## config.mk

```make
export PLATFORM = sky130hd
export DESIGN_NAME = fp_accum
export DESIGN_NICKNAME = d
export VERILOG_FILES = /design/src/rtl/fp_accum.sv
export SDC_FILE = /design/constraint.sdc
export NUM_CORES = 2
export LEC_CHECK = 0
export ABC_AREA = 1
export CORE_ASPECT_RATIO = 1.1
export CORE_UTILIZATION = 55
export CTS_CLUSTER_DIAMETER = 30
export DETAILED_ROUTE_END_ITERATION = 16
export PLACE_DENSITY = 0.78
export SLEW_MARGIN = 20
export SYNTH_ARGS = -nofsm -noshare
export SYNTH_HDL_FRONTEND = slang
export SYNTH_SLANG_ARGS = --single-unit
```

## constraint.sdc

```tcl
create_clock -name clk -period 112.8 [get_ports clk]
set_input_delay 16.92 -clock clk [delete_from_list [all_inputs] [get_ports clk]]
set_output_delay 16.92 -clock clk [all_outputs]
set_load 0.005 [all_outputs]
```

## src/rtl/fp_accum.sv

```systemverilog
// Streaming IEEE-754 double accumulator.
// fp_add   : combinational double-precision adder, round-to-nearest-even,
//            gradual underflow, canonical quiet NaN on invalid operations.
// fp_accum : sums a valid/ready stream of doubles. The stream sum is held
//            until downstream takes it, and then the next stream may begin.

module fp_add (
    input  logic [63:0] a,
    input  logic [63:0] b,
    output logic [63:0] result
);

    localparam logic [63:0] QNAN = 64'h7FF8_0000_0000_0000;

    // Count leading zeros of the 56-bit working mantissa (56 when all zero).
    function automatic logic [5:0] lzc56(input logic [55:0] v);
        logic [5:0] n;
        logic       found;
        n     = 6'd0;
        found = 1'b0;
        for (int i = 55; i >= 0; i--) begin
            if (!found) begin
                if (v[i]) begin
                    found = 1'b1;
                end else begin
                    n = n + 6'd1;
                end
            end
        end
        return n;
    endfunction

    logic        sa_s, sb_s;
    logic [10:0] ea_s, eb_s;
    logic [51:0] fa_s, fb_s;
    logic        a_nan_s, b_nan_s, a_inf_s, b_inf_s;
    logic        swap_s, eff_sub_s, big_sign_s, sticky_s, round_up_s;
    logic [10:0] big_exp_s, small_exp_s, diff_s;
    logic [52:0] big_m_s, small_m_s, mant_f_s;
    logic [55:0] big_ext_s, small_ext_s, shifted_s, lost_mask_s, aligned_s, norm_s;
    logic [56:0] sum_s;
    logic [12:0] exp_w_s, lshift_s, exp_f_s;
    logic [5:0]  lz_s;
    logic [53:0] rnd_s;

    // Align, add/subtract, normalise, round and select special-case results.
    always_comb begin
        sa_s    = a[63];
        sb_s    = b[63];
        ea_s    = a[62:52];
        eb_s    = b[62:52];
        fa_s    = a[51:0];
        fb_s    = b[51:0];
        a_nan_s = (ea_s == 11'h7FF) && (fa_s != 52'd0);
        b_nan_s = (eb_s == 11'h7FF) && (fb_s != 52'd0);
        a_inf_s = (ea_s == 11'h7FF) && (fa_s == 52'd0);
        b_inf_s = (eb_s == 11'h7FF) && (fb_s == 52'd0);

        // Larger magnitude goes first so the subtraction never goes negative.
        swap_s    = b[62:0] > a[62:0];
        eff_sub_s = sa_s ^ sb_s;
        if (swap_s) begin
            big_sign_s  = sb_s;
            big_exp_s   = (eb_s == 11'd0) ? 11'd1 : eb_s;
            small_exp_s = (ea_s == 11'd0) ? 11'd1 : ea_s;
            big_m_s     = {(eb_s != 11'd0), fb_s};
            small_m_s   = {(ea_s != 11'd0), fa_s};
        end else begin
            big_sign_s  = sa_s;
            big_exp_s   = (ea_s == 11'd0) ? 11'd1 : ea_s;
            small_exp_s = (eb_s == 11'd0) ? 11'd1 : eb_s;
            big_m_s     = {(ea_s != 11'd0), fa_s};
            small_m_s   = {(eb_s != 11'd0), fb_s};
        end

        // Three extra low bits act as guard, round and sticky.
        diff_s      = big_exp_s - small_exp_s;
        big_ext_s   = {big_m_s, 3'b000};
        small_ext_s = {small_m_s, 3'b000};
        lost_mask_s = 56'd0;
        if (diff_s >= 11'd56) begin
            shifted_s = 56'd0;
            sticky_s  = |small_m_s;
        end else begin
            shifted_s   = small_ext_s >> diff_s;
            lost_mask_s = ~({56{1'b1}} << diff_s);
            sticky_s    = |(small_ext_s & lost_mask_s);
        end
        aligned_s = {shifted_s[55:1], shifted_s[0] | sticky_s};

        if (eff_sub_s) begin
            sum_s = {1'b0, big_ext_s} - {1'b0, aligned_s};
        end else begin
            sum_s = {1'b0, big_ext_s} + {1'b0, aligned_s};
        end

        // Normalise: carry-out shifts right; cancellation shifts left but
        // never below exponent 1, which leaves a subnormal pattern.
        exp_w_s  = {2'b00, big_exp_s};
        lz_s     = 6'd0;
        lshift_s = 13'd0;
        if (sum_s[56]) begin
            norm_s  = {sum_s[56:2], sum_s[1] | sum_s[0]};
            exp_w_s = exp_w_s + 13'd1;
        end else begin
            lz_s = lzc56(sum_s[55:0]);
            if ({7'd0, lz_s} > (exp_w_s - 13'd1)) begin
                lshift_s = exp_w_s - 13'd1;
            end else begin
                lshift_s = {7'd0, lz_s};
            end
            norm_s  = sum_s[55:0] << lshift_s;
            exp_w_s = exp_w_s - lshift_s;
        end

        // Round to nearest, ties to even.
        round_up_s = norm_s[2] & (norm_s[1] | norm_s[0] | norm_s[3]);
        rnd_s      = {1'b0, norm_s[55:3]} + {53'd0, round_up_s};
        if (rnd_s[53]) begin
            mant_f_s = rnd_s[53:1];
            exp_f_s  = exp_w_s + 13'd1;
        end else begin
            mant_f_s = rnd_s[52:0];
            exp_f_s  = exp_w_s;
        end

        if (a_nan_s || b_nan_s) begin
            result = QNAN;
        end else if (a_inf_s && b_inf_s) begin
            result = (sa_s == sb_s) ? a : QNAN;
        end else if (a_inf_s) begin
            result = a;
        end else if (b_inf_s) begin
            result = b;
        end else if (norm_s == 56'd0) begin
            // Exact zero: -0 only when both operands were -0.
            result = {(~eff_sub_s) & sa_s, 63'd0};
        end else if (exp_f_s >= 13'h7FF) begin
            result = {big_sign_s, 11'h7FF, 52'd0};
        end else begin
            result = {big_sign_s, (mant_f_s[52] ? exp_f_s[10:0] : 11'd0), mant_f_s[51:0]};
        end
    end

endmodule

module fp_accum #(
    parameter int CNT_W = 16
) (
    input  logic             clk,
    input  logic             rst,
    input  logic             in_valid,
    output logic             in_ready,
    input  logic [63:0]      in_data,
    input  logic             in_last,
    output logic             out_valid,
    input  logic             out_ready,
    output logic [63:0]      out_sum,
    output logic [CNT_W-1:0] out_count,
    output logic             out_nan,
    output logic             out_inf
);

    typedef enum logic [1:0] {
        IDLE = 2'd0,
        ACC  = 2'd1,
        HOLD = 2'd2
    } state_t;

    localparam logic [CNT_W-1:0] CNT_MAX = {CNT_W{1'b1}};
    localparam logic [CNT_W-1:0] CNT_ONE = CNT_W'(1);

    function automatic logic is_nan(input logic [63:0] x);
        return (x[62:52] == 11'h7FF) && (x[51:0] != 52'd0);
    endfunction

    state_t            state_q, state_d;
    logic [63:0]       acc_q, acc_d;
    logic [CNT_W-1:0]  cnt_q, cnt_d;
    logic              nan_q, nan_d;
    logic              inf_q, inf_d;
    logic              in_ready_q, in_ready_d;
    logic              out_valid_q, out_valid_d;
    logic              accept_s;
    logic [63:0]       add_res_s;

    fp_add u_fp_add (
        .a      (acc_q),
        .b      (in_data),
        .result (add_res_s)
    );

    assign accept_s  = in_valid & in_ready_q;
    assign in_ready  = in_ready_q;
    assign out_valid = out_valid_q;
    assign out_sum   = acc_q;
    assign out_count = cnt_q;
    assign out_nan   = nan_q;
    assign out_inf   = inf_q;

    // Next-state, accumulator, beat counter and NaN flag.
    always_comb begin
        state_d = state_q;
        acc_d   = acc_q;
        cnt_d   = cnt_q;
        nan_d   = nan_q;
        case (state_q)
            IDLE: begin
                if (accept_s) begin
                    // First beat bypasses the adder so -0.0 survives.
                    acc_d   = in_data;
                    cnt_d   = CNT_ONE;
                    nan_d   = is_nan(in_data);
                    state_d = in_last ? HOLD : ACC;
                end else begin
                    state_d = IDLE;
                end
            end
            ACC: begin
                if (accept_s) begin
                    acc_d = add_res_s;
                    if (cnt_q != CNT_MAX) begin
                        cnt_d = cnt_q + CNT_ONE;
                    end else begin
                        cnt_d = cnt_q;
                    end
                    nan_d   = nan_q | is_nan(in_data) | is_nan(add_res_s);
                    state_d = in_last ? HOLD : ACC;
                end else begin
                    state_d = ACC;
                end
            end
            HOLD: begin
                if (out_ready) begin
                    state_d = IDLE;
                    nan_d   = 1'b0;
                end else begin
                    state_d = HOLD;
                end
            end
            default: begin
                state_d = IDLE;
            end
        endcase
        in_ready_d  = (state_d != HOLD);
        out_valid_d = (state_d == HOLD);
        inf_d       = (acc_d[62:52] == 11'h7FF) && (acc_d[51:0] == 52'd0);
    end

    // State and output registers with synchronous reset.
    always_ff @(posedge clk) begin
        if (rst) begin
            state_q     <= IDLE;
            acc_q       <= 64'd0;
            cnt_q       <= {CNT_W{1'b0}};
            nan_q       <= 1'b0;
            inf_q       <= 1'b0;
            in_ready_q  <= 1'b1;
            out_valid_q <= 1'b0;
        end else begin
            state_q     <= state_d;
            acc_q       <= acc_d;
            cnt_q       <= cnt_d;
            nan_q       <= nan_d;
            inf_q       <= inf_d;
            in_ready_q  <= in_ready_d;
            out_valid_q <= out_valid_d;
        end
    end

endmodule

```

==> metrics <==
outcome=finished clean; most frequent cells in the layout=nand2_1 (1,904), inv_1 (941), nand3_1 (634), nor2_1 (585), o21ai_0 (350); pre-CTS setup slack=just under 50 ns; total number of vias=approximately 45,000; initial DRC count=around 6,000; largest net degree at the start of global routing=86; maxcap violations=0; Slew HR=0.121; Max FO, Critical Path=50; Syn Area/Cell=about 5.4 um^2; die span in y=approximately 270 um; Synth area leader=nand2_1; core region area=64,900 um^2; R2R setup slack=64.36 ns; PnR worst setup slack=between 40 and 50 ns; hold endpoint=out_count[7]; wire per inst=21.0 um; DP Wirelength=between 100,000 and 150,000 um; Pre-antenna DRT Iters=6; Worst Max-Slew Pin Slew=~1.3 ns; total grt overflow=0; sequential-to-total area share from yosys stat=0.0477; Worst-path clk slew=0.09 ns; Hold Crit Depth=1; ANT cells=0; Layout Area Growth over Synthesis=3.19%; CP peak stage delay=0.82 ns; worst r2r src=out_sum[54]; yosys warns=0; Worst EP required=113.09 ns; WS Path Type=input pin to flip-flop; CTS tree=yes; clock buffer depth=2; clk root buf=clkbuf_16; fin. max-slew vios=0; post-synth top area share=0.198; worst hold slack=between 0.4 and 0.5 ns; # nets final=just under 7,000; post-synthesis cell type count=96; Crit Reg-Reg Endpoint=out_inf; Startpoint Class=input pin; Num CTS Buffers=9; CP Capture Type=flip-flop; Via density=6.05; Worst Min Path Start=out_count[7]; CTS hold repair buffers=0; synthesized area=between 30,000 and 40,000 um^2; die area=around 67,000 um^2; number of global-route vias before repair=between 40,000 and 50,000; post-layout util=0.574; Final period util=0.574; Primary FF master, synth=dfxtp_1; Most common cell on crit path=nand2_1; Area contributors post-synth=nand2_1 (20%), inv_1 (9.8%), nand3_1 (8.8%); Seq cells post-synth=86; Final Hold Vio Count=0; arrival time worst endpoint=between 60 and 70 ns; clk_skew=0.0215 ns; Clock Latency Late Sink=between 0.3 and 0.4 ns; PortBufs=152; TNS Setup=0 ns; number of synthesized flops with an enable pin=0; layout cells sized above 1=0.0823; Max H-tree Level=3; gr usage total=0.452; FILL cells=approximately 7,000; final setup vio count=0; worst r2r path cells=between 300 and 400; Slowest-stage cell, CP=inv_1; routed wire length=between 150,000 and 200,000 um; RSZ-0062 raised after global routing=no; Placer Congestion=1.11; FP Rows=just under 100; CP startpoint=in_data[62]; most common cell after layout, fill and taps aside=nand2_1; worst hold-check path type=flip-flop to flip-flop; # Post-CTS Setup Buffers=0; CTS Sinks=between 80 and 90; Post-Syn Instances=6,704; io pins=roughly 150; initial antenna violation count=0; FFs w/ async S/R, synth=0; Tmin final=between 60 and 70 ns; initial core utilization=0.556; fmax=about 0.015 GHz; first-pass GRT wire length=235,000 um; DRC viols=0; DRT antenna net count=0; post-cts sizing count=0; Die Wd=between 200 and 250 um
[cells by family (layout without fill, tap and decap cells)]
logic type,count (synthesis),count (layout),synth area share
multiplexers,3,3,0.000833
other,1,2,0.000104
flip-flops,86,86,0.0477
adder cells (fa/ha/maj),256,256,0.0894
AND/OR/NAND/NOR,3737,3737,0.473
buffers and inverters,1341,1268,0.173
AO/OA/AOI/OAI,1144,1144,0.182
XOR/XNOR,136,136,0.0336
[synthesized netlist by cell type, types with 11 or more instances]
library cell / n
inv_4: 18
a211oi_1: 13
xnor2_1: 31
nand3b_1: 11
nand3_1: 634
clkbuf_1: 105
buf_4: 31
dfxtp_1: 86
a22oi_1: 46
o211ai_1: 44
buf_6: 37
a21oi_1: 318
o21ai_2: 56
nor2_8: 11
ha_1: 253
nor4_1: 50
o21a_1: 18
o21bai_1: 11
o221ai_1: 11
a31oi_1: 32
buf_8: 19
nor2_4: 33
clkbuf_8: 29
xor2_1: 102
nor2_2: 44
nor3_1: 95
buf_1: 24
nand4_1: 134
buf_2: 16
nand2_1: 1904
nand2_4: 20
o21ai_1: 156
nand2_2: 92
o22ai_1: 20
o21ai_0: 360
or2_2: 19
inv_1: 943
nand3_2: 56
nor2_1: 587
inv_2: 75
[worst max-delay path: cells and delay by family]
family,cells,cell delay [ns]
AOI/OAI and AO/OA,36,7.31
adders and majority gates,59,15.93
buffers and inverters,54,5.02
and+or+nand+nor,158,19.71
[sequential cells by signal, summed over array words and instances (netlist names)]
signal	count
out_nan	1
out_inf	1
out_valid	1
out_count	16
state_q	2
out_sum	64
in_ready	1
[stage by stage]
step	area, um^2	instances
3_3_place_gp	36900	7466
4_1_cts	37200	7482
3_5_place_dp	36900	7466
6_report	37200	7482
2_1_floorplan	36100	6705
5_1_grt	37200	7482
[layer usage]
| metal | share of wire | vias up | routed length [um] | global-route usage |
|---|---|---|---|---|
| met3 | 0.11 | 582 | 17400 | 0.0977 |
| met1 | 0.38 | 20300 | 60000 | 0.554 |
| met5 | 0 | - | 0 | 0 |
| li1 | - | 21600 | - | - |
| met2 | 0.42 | 2743 | 66600 | 0.700 |
| met4 | 0.083 | 0 | 13000 | 0.314 |
[area by class of cell]
class | count | area (um^2) | area share
clock buffer | 9 | 225 | 0.00605
clock inverter | 7 | 81.3 | 0.00219
inverter | 1054 | 4050 | 0.109
multi-input combinational | 5278 | 28200 | 0.758
sequential | 86 | 1720 | 0.0463
tap | 850 | 1060 | 0.0286
timing repair buffer | 198 | 1860 | 0.0500
[worst max-delay path by stage]
stage	to	slack, ns	cells past startpoint
2_1_floorplan	out_inf	56.01	304
3_3_place_gp	out_inf	49.44	307
3_5_place_dp	out_inf	48.46	310
4_1_cts	out_inf	48.67	310
5_1_grt	out_inf	44.24	308
6_report	out_inf	48.05	307
Power is not shown: default switching activity piles up to over one toggle a cycle in this logic, so the estimate is an artifact.
